--- src/rtl/kbd_fifo.sv ---
// Keyboard receive buffer: circular byte FIFO between the PS/2 decoder and the CPU data/status ports.
// Latency: zero cycles, first-word fall-through; a byte pushed at edge N is on dout right after edge N.
// Backpressure: none to the decoder; a key arriving while full (no coincident read) is dropped and sets sticky overflow.
module kbd_fifo #(
    parameter int DEPTH_LOG2 = 4
) (
    input  logic                  clock,
    input  logic                  reset_n,
    input  logic                  kb_done,
    input  logic [7:0]            kb_data,
    input  logic                  rd,
    input  logic                  clr,
    output logic [7:0]            dout,
    output logic                  ready,
    output logic                  full,
    output logic [DEPTH_LOG2:0]   count,
    output logic                  overflow,
    output logic                  irq,
    output logic [7:0]            status
);

    localparam int                DEPTH     = 1 << DEPTH_LOG2;
    localparam logic [DEPTH_LOG2:0] DEPTH_CNT = (DEPTH_LOG2 + 1)'(DEPTH);
    localparam logic [DEPTH_LOG2:0] CNT_ONE   = (DEPTH_LOG2 + 1)'(1);
    localparam logic [DEPTH_LOG2-1:0] PTR_ONE = DEPTH_LOG2'(1);

    logic [7:0]            mem [DEPTH];
    logic [DEPTH_LOG2-1:0] wr_ptr;
    logic [DEPTH_LOG2-1:0] rd_ptr;
    logic [DEPTH_LOG2:0]   cnt_q;
    logic                  ovf_q;
    logic                  irq_q;

    logic                  is_empty;
    logic                  is_full;
    logic                  push_ok;
    logic                  pop_ok;
    logic                  drop;

    // Accept/drop decisions; a read in the same cycle frees the slot a full-buffer push needs.
    always_comb begin
        is_empty = (cnt_q == '0);
        is_full  = (cnt_q == DEPTH_CNT);
        push_ok  = kb_done && !clr && (!is_full || rd);
        pop_ok   = rd && !clr && !is_empty;
        drop     = kb_done && !clr && is_full && !rd;
    end

    // Pointers, occupancy, sticky overflow and the empty-to-non-empty interrupt pulse.
    always_ff @(posedge clock or negedge reset_n) begin
        if (!reset_n) begin
            wr_ptr <= '0;
            rd_ptr <= '0;
            cnt_q  <= '0;
            ovf_q  <= 1'b0;
            irq_q  <= 1'b0;
        end else if (clr) begin
            wr_ptr <= '0;
            rd_ptr <= '0;
            cnt_q  <= '0;
            ovf_q  <= 1'b0;
            irq_q  <= 1'b0;
        end else begin
            if (push_ok) begin
                wr_ptr <= wr_ptr + PTR_ONE;
            end
            if (pop_ok) begin
                rd_ptr <= rd_ptr + PTR_ONE;
            end
            if (push_ok && !pop_ok) begin
                cnt_q <= cnt_q + CNT_ONE;
            end else if (pop_ok && !push_ok) begin
                cnt_q <= cnt_q - CNT_ONE;
            end
            if (drop) begin
                ovf_q <= 1'b1;
            end
            // A push into an empty buffer can never coincide with an accepted pop.
            irq_q <= is_empty && push_ok;
        end
    end

    // Byte storage; contents are don't-care after reset, so no reset term.
    always_ff @(posedge clock) begin
        if (push_ok) begin
            mem[wr_ptr] <= kb_data;
        end
    end

    // CPU-visible outputs, all derived from registered state.
    always_comb begin
        dout     = is_empty ? 8'h00 : mem[rd_ptr];
        ready    = !is_empty;
        full     = is_full;
        count    = cnt_q;
        overflow = ovf_q;
        irq      = irq_q;
        status   = {ovf_q, is_full, !is_empty, 5'b0};
    end

endmodule

--- config.mk ---
export PLATFORM = sky130hd
export DESIGN_NAME = kbd_fifo
export DESIGN_NICKNAME = d
export VERILOG_FILES = /design/src/rtl/kbd_fifo.sv
export SDC_FILE = /design/constraint.sdc
export NUM_CORES = 1
export LEC_CHECK = 0
export ABC_AREA = 1
export CAP_MARGIN = 20
export CORE_UTILIZATION = 40
export DETAILED_ROUTE_END_ITERATION = 16
export SYNTH_ARGS = -nofsm -noshare
export SYNTH_HDL_FRONTEND = slang
export SYNTH_SLANG_ARGS = --single-unit
--- constraint.sdc ---
create_clock -name clock -period 2.3 [get_ports clock]
set_clock_uncertainty 0.1 [all_clocks]
set_input_delay 0.345 -clock clock [delete_from_list [all_inputs] [get_ports clock]]
set_output_delay 0.345 -clock clock [all_outputs]
set_load 0.02 [all_outputs]
==> impl_metrics.env, run 1 <==
export IMPL_core_area_um2=15200
export IMPL_drt_wl_total_mm=15.1
export IMPL_finalHoldViolCount=0
export IMPL_required_ns=1.86
export IMPL_synth_area_leader_cell="edfxtp_1"
export IMPL_cts_made_buffers=17
export IMPL_ir_drop_mv=0.845
export IMPL_start_util=0.409
export IMPL_vias=4405
export IMPL_dr_pass1_iters=5
export IMPL_drive_gt1_frac=0.232
export IMPL_route_antenna_remaining_nets=0
export IMPL_yosysWarningCount=0
export IMPL_maxSlewViolCount=0
export IMPL_crit_top_cell="nand2_1"
export IMPL_rsz0062_at_grt="true"
export IMPL_ys_ff_latch=143
export IMPL_grt_pass1_vias=4349
export IMPL_antenna_found_initial=0
export IMPL_port_buffers=32
export IMPL_netlist_instances=559
export IMPL_grt_pass1_wl_mm=23.8
export IMPL_violations="setup timing"
export IMPL_dr_first_iter_drc_count=323
export IMPL_grt_max_degree=21
export IMPL_viasPerCell=5.22
export IMPL_multiInputGateArea_um2=1860
export IMPL_drv_cap=0
export IMPL_place_congestion=0.858
export IMPL_cts_root_buf="clkbuf_16"
export IMPL_critPathMaxStageDelay_ns=0.45
export IMPL_cts_path_max_buffers=2
export IMPL_fin_crit_sh=1.02
export IMPL_fp_dieW_um=127
export IMPL_die_y_um=127
export IMPL_min_period_ns=2.34
export IMPL_overflow=0
export IMPL_setup_viol=5
export IMPL_htree_levels=4
export IMPL_worstPathMaxFanout=15
export IMPL_crit_chain="clkinv_4 > buf_12 > nor2_1 > o22ai_1 > nand2_1 > nand2_1 > nand2_1 > nor2_1 > buf_4"
export IMPL_ys_types=32
export IMPL_synth_seq_area_share=0.679
export IMPL_layout_commonest_cell="nand2_1"
export IMPL_worst_hold_slack_ns=0.262
export IMPL_clkTransAtPathRegs_ns=0.06
export IMPL_synth_area_leaders="edfxtp_1 (62%), nand2_1 (10%), dfrtp_1 (6.0%)"
export IMPL_cts_sink_count=143
export IMPL_fillCellCount=1297
export IMPL_path_buf_inv=3
export IMPL_avgSynthCellArea_um2=11.1
export IMPL_syn_to_final_growth_pct=27.8
export IMPL_crit_family="buffers and inverters"
export IMPL_status="finished with violations"
export IMPL_die_area_um2=16000
export IMPL_drc=0
export IMPL_seqCellArea_um2=4220
export IMPL_wl_per_cell_um=17.9
export IMPL_layout_common_cells="nand2_1 (166), edfxtp_1 (128), buf_4 (50)"
export IMPL_cp_slowest_cell="dfrtp_2"
export IMPL_fin_ws_ns=-0.0365
export IMPL_netlist_area_um2=6210
export IMPL_p_leak_uw=0.00311
export IMPL_end_kind="output pin"
export IMPL_ios=38
export IMPL_cts_tree="done"
export IMPL_cts_hold_buffers_added=0
export IMPL_worstSetupPathType="flip-flop to output pin"
export IMPL_insertion_delay_ns=0.42
export IMPL_final_core_util=0.522
export IMPL_worstMarginPinSlew_ns=0.744
export IMPL_synth_top_area_frac=0.619
export IMPL_gr_usage_all_layers=0.203
export IMPL_fmax_mhz=428
export IMPL_critPathLaunchType="flip-flop"
export IMPL_p_per_area_nw_per_um2=1140
export IMPL_diodes=0
export IMPL_fin_nets=666
export IMPL_core_rowCount=45
export IMPL_hp_class="primary input to async pin"
export IMPL_crit_arrival_ns=1.89
export IMPL_dp_hpwl_mm=9.64
export IMPL_max_slew_margin=0.502
==> stage by stage <==
step                instances  power (uW)  worst slack (ns)  setup TNS (ns)  instance area [um^2]
floorplan                 563        4770             0.146               0                  6230
global placement          808        6050           -0.0766          -0.336                  7160
detailed placement        808        6090           -0.0801          -0.560                  7160
CTS                       845        9100           -0.0836          -0.517                  7930
global route              844        9470            -0.148           -1.05                  7940
finish                    844        9010           -0.0365          -0.130                  7940
==> cells by family after synthesis <==
group | Yosys count | synth area share
AO/OA/AOI/OAI | 92 | 0.0800
XOR/XNOR | 2 | 0.00282
adder cells (fa/ha/maj) | 10 | 0.0213
buffers and inverters | 51 | 0.0433
flip-flops | 143 | 0.679
other | 1 | 0.000604
AND/OR/NAND/NOR | 260 | 0.173
==> state kept, by name, indices dropped and copies added, names as in the netlist <==
register / cells
irq: 1
overflow: 1
mem: 128
wr_ptr: 4
rd_ptr: 4
count: 5
==> worst paths after layout <==
| path | start | end | slack (ns) | cells after the start |
|---|---|---|---|---|
| worst max-delay path | rd_ptr[0] | dout[3] | -0.04 | 9 |
| worst min-delay path | reset_n | irq | 0.26 | 1 |
| worst max register to register | count[3] | count[4] | 0.24 | 13 |
| worst min register to register | overflow | overflow | 0.45 | 2 |
| max in group asynchronous | reset_n | rd_ptr[0] | 1.32 | 1 |
| min in group clock | overflow | overflow | 0.45 | 2 |
==> power by group <==
group / total (uW) / internal (uW) / leakage [uW] / switching, uW
sequential: 3000 / 2930 / 0.00135 / 73.2
combinational: 3250 / 1390 / 0.00147 / 1860
clock: 2760 / 1700 / 0.000286 / 1060
==> synthesized netlist by cell type <==
| library cell | count |
|---|---|
| a21boi_1 | 8 |
| a21oi_1 | 45 |
| a21oi_2 | 1 |
| buf_1 | 1 |
| buf_2 | 12 |
| buf_4 | 16 |
| clkbuf_1 | 2 |
| conb_1 | 1 |
| dfrtp_1 | 15 |
| edfxtp_1 | 128 |
| fa_1 | 1 |
| ha_1 | 9 |
| inv_1 | 14 |
| inv_2 | 5 |
| inv_4 | 1 |
| nand2_1 | 172 |
| nand2_2 | 5 |
| nand2_4 | 1 |
| nand3_1 | 19 |
| nand3_2 | 1 |
| nand3_4 | 1 |
| nand4_1 | 3 |
| nor2_1 | 53 |
| nor2_2 | 1 |
| nor2_4 | 3 |
| nor3_1 | 1 |
| o21ai_0 | 18 |
| o21ai_1 | 11 |
| o22ai_1 | 8 |
| o31ai_1 | 1 |
| xnor2_1 | 1 |
| xor2_1 | 1 |
==> cell type report <==
class,instances,area share
multi-input cells,369,0.234
clock inverters,15,0.0214
well taps,188,0.0296
clock buffers,17,0.0536
repair buffers,92,0.119
flip-flops and latches,143,0.532
inverters,20,0.0107
==> repair_timing <==
action / CTS / global route
endpoints found under the setup margin: 12 / 10
buffers inserted: 3 / 2
gates cloned: 2 / 0
pin swaps: 9 / 15
gates resized for setup: 75 / 23
==> per-layer routing <==
| metal | global-route usage | vias to the layer above | wire, um | part of all wire |
|---|---|---|---|---|
| met1 | 0.261 | 2171 | 6610 | 0.44 |
| met2 | 0.338 | 136 | 7400 | 0.49 |
| met5 | 0 | - | 0 | 0 |
| met3 | 0.0477 | 23 | 778 | 0.052 |
| met4 | 0.0702 | 0 | 317 | 0.021 |
| li1 | - | 2075 | - | - |
Power figures use the tool's default switching activity.
==> run 2, diff against run 1 <==
==> constraint.sdc (replaced) <==
create_clock -name clock -period 2.3 [get_ports clock]
set_clock_uncertainty 0.1 [all_clocks]
set_input_delay 0.69 -clock clock [delete_from_list [all_inputs] [get_ports clock]]
set_output_delay 0.69 -clock clock [all_outputs]
set_load 0.02 [all_outputs]
==> run 2 against run 1 <==
Compared with the run above:
- the run still ends with setup timing left
- largest cell class unchanged
- highest routed layer unchanged
- clock power down 5%
- critical endpoint is now dout[1]
- register-to-register slack worse by 0.18 ns
- via count down 0.70%
==> impl_metrics.env, run 2 (synthesis results as in run 1) <==
export IMPL_cts_made_buffers=17
export IMPL_reg2reg_depth=15
export IMPL_grt_pass1_vias=4451
export IMPL_vias=4374
export IMPL_grt_pass1_wl_mm=23.9
export IMPL_clkTransAtPathRegs_ns=0.06
export IMPL_min_period_ns=2.70
export IMPL_htree_levels=4
export IMPL_fmax_mhz=370
export IMPL_cts_root_buf="clkbuf_16"
export IMPL_p_clk_frac=0.284
export IMPL_fillCellCount=1293
export IMPL_power_frac_comb=0.393
export IMPL_power_frac_seq=0.323
export IMPL_core_rowCount=45
export IMPL_crit_chain="buf_6 > nor2_4 > buf_4 > buf_12 > nand2_1 > nand2_1 > nor2_1 > nand2_1 > nand2_1 > nor2_1 > buf_4"
export IMPL_syn_to_final_growth_pct=31.5
export IMPL_worstSetupPathType="flip-flop to output pin"
export IMPL_cts_tree="done"
export IMPL_worstHoldPathCells=2
export IMPL_die_area_um2=16000
export IMPL_fin_nets=696
export IMPL_fin_crit_sh=1.18
export IMPL_path_buf_inv=4
export IMPL_p_leak_uw=0.00326
export IMPL_p_int_uw=6210
export IMPL_violations="setup timing"
export IMPL_hp_class="flip-flop to flip-flop"
export IMPL_end_kind="output pin"
export IMPL_required_ns=1.51
export IMPL_setup_viol=8
export IMPL_finalSetupTns_ns=-3.11
export IMPL_fin_ws_ns=-0.405
export IMPL_crit_arrival_ns=1.91
export IMPL_grt_max_degree=30
export IMPL_route_antenna_remaining_nets=0
export IMPL_worstMarginPinSlew_ns=0.624
export IMPL_fp_dieW_um=127
export IMPL_drive_gt1_frac=0.268
export IMPL_path_depth=11
export IMPL_start_util=0.409
export IMPL_place_ws_ns=-0.441
export IMPL_place_congestion=0.837
export IMPL_finalHoldViolCount=0
export IMPL_largest_reg_flops=128
export IMPL_cts_hold_buffers_added=0
export IMPL_layout_commonest_cell="nand2_1"
export IMPL_cts_sink_count=143
export IMPL_viasPerCell=5.02
export IMPL_p_sw_frac=0.329
export IMPL_dr_first_iter_drc_count=308
export IMPL_max_slew_margin=0.583
export IMPL_dr_pass1_iters=5
export IMPL_insertion_delay_ns=0.42
export IMPL_diodes=0
export IMPL_registers_top_by_ff_count="mem"
export IMPL_rsz0062_at_grt="true"
export IMPL_worstPathMaxFanout=8
export IMPL_cts_path_max_buffers=2
export IMPL_p_per_area_nw_per_um2=1130
export IMPL_overflow=0
export IMPL_drc=0
export IMPL_switchingPower_uw=3040
export IMPL_ir_drop_mv=0.862
export IMPL_gr_usage_all_layers=0.199
export IMPL_critPathMaxStageDelay_ns=0.42
export IMPL_die_y_um=127
export IMPL_final_core_util=0.537
export IMPL_core_area_um2=15200
export IMPL_wl_per_cell_um=16.9
export IMPL_drv_cap=0
export IMPL_antenna_found_initial=0
export IMPL_maxSlewViolCount=0
export IMPL_crit_top_cell="nand2_1"
export IMPL_dp_hpwl_mm=9.65
export IMPL_port_buffers=32
export IMPL_worst_hold_slack_ns=0.443
export IMPL_status="finished with violations"
export IMPL_crit_family="buffers and inverters"
export IMPL_drt_wl_total_mm=14.7
export IMPL_ios=38
export IMPL_layout_common_cells="nand2_1 (160), edfxtp_1 (128), buf_4 (78)"
export IMPL_critPathLaunchType="flip-flop"
export IMPL_cp_slowest_cell="dfrtp_2"
==> run 2: cell count changes in the layout (fill, tap and decap cells not counted), moves of 6 or more <==
cell     before  now
nand2_1     166  160
nor2_1       41   47
a21oi_1      32   41
buf_6         4   10
buf_4        50   78
a21oi_2      14    5
==> run 2: metrics by stage <==
| step | instances | power (uW) | area, um^2 |
|---|---|---|---|
| 6_report | 872 | 9260 | 8170 |
| 2_1_floorplan | 563 | 4770 | 6230 |
| 4_1_cts | 861 | 8840 | 7910 |
| 5_1_grt | 872 | 9740 | 8170 |
| 3_5_place_dp | 822 | 6120 | 7220 |
| 3_3_place_gp | 822 | 6070 | 7220 |
==> run 2: power by group through the flow <==
stage	Sequential (uW)	Combinational, uW	Clock (uW)
floorplan	3110	1670	0
CTS	2990	3180	2670
global route	3000	3960	2780
global placement	3030	3040	0
detailed placement	3030	3090	0
finish	2990	3640	2630
==> run 2: layout make-up <==
cell class	count	area, um^2	share of cell area
Sequential cell	143	4220	0.517
Tap cell	188	235	0.0288
Inverter	20	87.6	0.0107
Clock inverter	10	121	0.0149
Timing Repair Buffer	122	1160	0.142
Multi-Input combinational cell	369	1900	0.233
Clock buffer	20	437	0.0535
==> run 2: routing by layer <==
layer,routed length (um),global-route usage,up-vias,share of wire
met5,0,0,-,0
met4,152,0.0482,0,0.010
met3,813,0.0477,14,0.055
met2,7520,0.335,120,0.51
met1,6230,0.261,2103,0.42
li1,-,-,2137,-
==> run 2: worst register-to-register path: cells and delay by family, from the launching register on <==
kind	cells	cell delay (ns)
and+or+nand+nor	10	1.04
DFF	1	0.40
adders and majority gates	1	0.21
buffers and inverters	4	0.39
==> run 2: path summary, 6_finish.rpt <==
path                            startpoint   endpoint  slack [ns]
min in group asynchronous          reset_n        irq        0.49
worst max-delay path             rd_ptr[1]    dout[1]       -0.40
worst max register to register    count[3]   count[4]        0.06
worst min register to register    overflow   overflow        0.44
max in group asynchronous          reset_n  rd_ptr[0]        1.40
worst min-delay path              overflow   overflow        0.44
==> run 2: what timing repair did <==
item	4_1_cts	5_1_grt
buffers inserted	7	13
endpoints found under the hold margin	0	0
pin swaps	16	25
cloned	2	0
gates resized for setup	79	43
endpoints found under the setup margin	15	13
==> run 3, diff against run 2 <==
- ABC_CLOCK_PERIOD_IN_PS: unset -> 2300
- CTS_BUF_LIST: unset -> sky130_fd_sc_hd__clkbuf_16
==> run 3 against run 2 <==
Compared with the run above:
- sequential power hardly changed
- final cell count stayed put
- count of clock-buffer cells in the layout decreased by 3
- first-iteration DRC count up 0.32%
- largest power group unchanged
- power fell by 0.11%
- register-to-register slack about the same
- final area unchanged
- via count barely moved
- fmax barely moved
- the flow still finishes with violations (setup timing)
- critical path type unchanged
- utilization unchanged
==> impl_metrics.env, run 3 (synthesis results as in run 1) <==
export IMPL_status="finished with violations"
export IMPL_violations="setup timing"
export IMPL_worstPathMaxFanout=8
export IMPL_p_leak_uw=0.00327
export IMPL_multiInputGateArea_um2=1900
export IMPL_drv_cap=0
export IMPL_hp_start="overflow"
export IMPL_critPathLaunchType="flip-flop"
export IMPL_route_antenna_remaining_nets=0
export IMPL_finalHoldViolCount=0
export IMPL_grt_pass1_vias=4451
export IMPL_cts_made_buffers=17
export IMPL_min_to="overflow"
export IMPL_registers_top_by_ff_count="mem"
export IMPL_cts_hold_buffers_added=0
export IMPL_fin_crit_sh=1.18
export IMPL_r2r_setup_slack_ns=0.06
export IMPL_overflow=0
export IMPL_rr_startpoint="count[3]"
export IMPL_instances_no_fill=872
export IMPL_grt_pass1_wl_mm=23.9
export IMPL_place_inst=822
export IMPL_worstMarginPinSlew_ns=0.624
export IMPL_dp_hpwl_mm=9.65
export IMPL_syn_to_final_growth_pct=31.5
export IMPL_drive_gt1_frac=0.268
export IMPL_antenna_found_initial=0
export IMPL_grt_max_degree=30
export IMPL_ir_drop_mv=0.862
export IMPL_diodes=0
export IMPL_wl_per_cell_um=16.9
export IMPL_worstReg2RegEnd="count[4]"
export IMPL_crit_arrival_ns=1.91
export IMPL_clkTransAtPathRegs_ns=0.06
export IMPL_cts_tree="done"
export IMPL_largest_reg_flops=128
export IMPL_die_y_um=127
export IMPL_htree_levels=4
export IMPL_fmax_mhz=370
export IMPL_reg2reg_depth=15
export IMPL_dr_pass1_iters=5
export IMPL_finalPower_uw=9250
export IMPL_viasPerCell=5.02
export IMPL_final_core_util=0.537
export IMPL_cts_sink_count=143
export IMPL_seqCellArea_um2=4220
export IMPL_vias=4375
export IMPL_ios=38
export IMPL_drt_wl_total_mm=14.7
export IMPL_insertion_delay_ns=0.42
export IMPL_hp_class="flip-flop to flip-flop"
export IMPL_cts_path_max_buffers=2
export IMPL_end_kind="output pin"
export IMPL_setup_viol=8
export IMPL_core_rowCount=45
export IMPL_gr_usage_all_layers=0.199
export IMPL_maxSlewViolCount=0
export IMPL_fin_nets=696
export IMPL_drc=0
export IMPL_rsz0062_at_grt="true"
export IMPL_die_area_um2=16000
export IMPL_worstSetupPathType="flip-flop to output pin"
export IMPL_p_per_area_nw_per_um2=1130
export IMPL_place_congestion=0.837
export IMPL_fin_ws_ns=-0.403
export IMPL_min_period_ns=2.70
export IMPL_fp_dieW_um=127
export IMPL_fillCellCount=1293
export IMPL_dr_first_iter_drc_count=309
export IMPL_worstHoldPathCells=2
export IMPL_start_util=0.409
export IMPL_layout_common_cells="nand2_1 (160), edfxtp_1 (128), buf_4 (78)"
export IMPL_port_buffers=32
export IMPL_required_ns=1.51
export IMPL_core_area_um2=15200
export IMPL_max_slew_margin=0.583
export IMPL_cts_root_buf="clkbuf_16"
export IMPL_layout_commonest_cell="nand2_1"
==> run 3: cell count changes in the layout (fill, tap and decap cells not counted), sizes merged <==
| cell | delta |
|---|---|
| clkbuf | -3 |
| inv | +3 |
==> run 3: power breakdown <==
part,total [uW],internal [uW],leakage (uW),switching (uW)
sequential,2990,2930,0.00135,60.7
clock,2620,1660,0.000288,963
combinational,3640,1620,0.00163,2020
total,9250,6200,0.00327,3050
==> run 3: metal layers <==
| metal | global-route usage | wire length (um) | up-vias |
|---|---|---|---|
| met2 | 0.335 | 7530 | 118 |
| met4 | 0.0482 | 152 | 0 |
| met5 | 0 | 0 | - |
| met1 | 0.261 | 6260 | 2105 |
| li1 | - | - | 2136 |
| met3 | 0.0477 | 796 | 16 |
==> run 3: critical path: stages, from the launching register on <==
cell and delay (ns):
dfrtp_2 0.42, buf_6 0.12, nor2_4 0.12, buf_4 0.14
buf_12 0.12, nand2_1 0.05, nand2_1 0.06, nor2_1 0.04
nand2_1 0.08, nand2_1 0.07, nor2_1 0.12, buf_4 0.16
==> run 3: layout make-up <==
class | instances | share of cell area
sequential | 143 | 0.517
multi-input combinational | 369 | 0.233
timing repair buffer | 122 | 0.142
clock buffer | 17 | 0.0521
tap | 188 | 0.0288
clock inverter | 13 | 0.0162
inverter | 20 | 0.0107
==> run 3: worst max path at each step <==
stage               from        to  cells past startpoint
2_1_floorplan  rd_ptr[1]   dout[5]                      9
3_3_place_gp          rd  count[4]                     13
3_5_place_dp   rd_ptr[1]   dout[7]                      7
4_1_cts        rd_ptr[1]   dout[4]                      9
5_1_grt        rd_ptr[1]   dout[2]                     11
6_report       rd_ptr[1]   dout[1]                     11
==> run 3: stage by stage <==
step	cell area (um^2)	setup WS [ns]	setup TNS, ns	hold WS, ns
finish	8170	-0.403	-3.10	0.442
floorplan	6230	0.117	0	0.294
global placement	7220	-0.382	-25.86	0.418
global route	8170	-0.533	-4.10	0.482
detailed placement	7220	-0.441	-27.24	0.420
CTS	7910	-0.387	-3.02	0.449
==> run 3: repair_timing <==
action	4_1_cts	5_1_grt
setup buffers	7	13
setup endpoints to repair	15	13
pin swaps	16	25
cloned	2	0
resized for setup	79	43
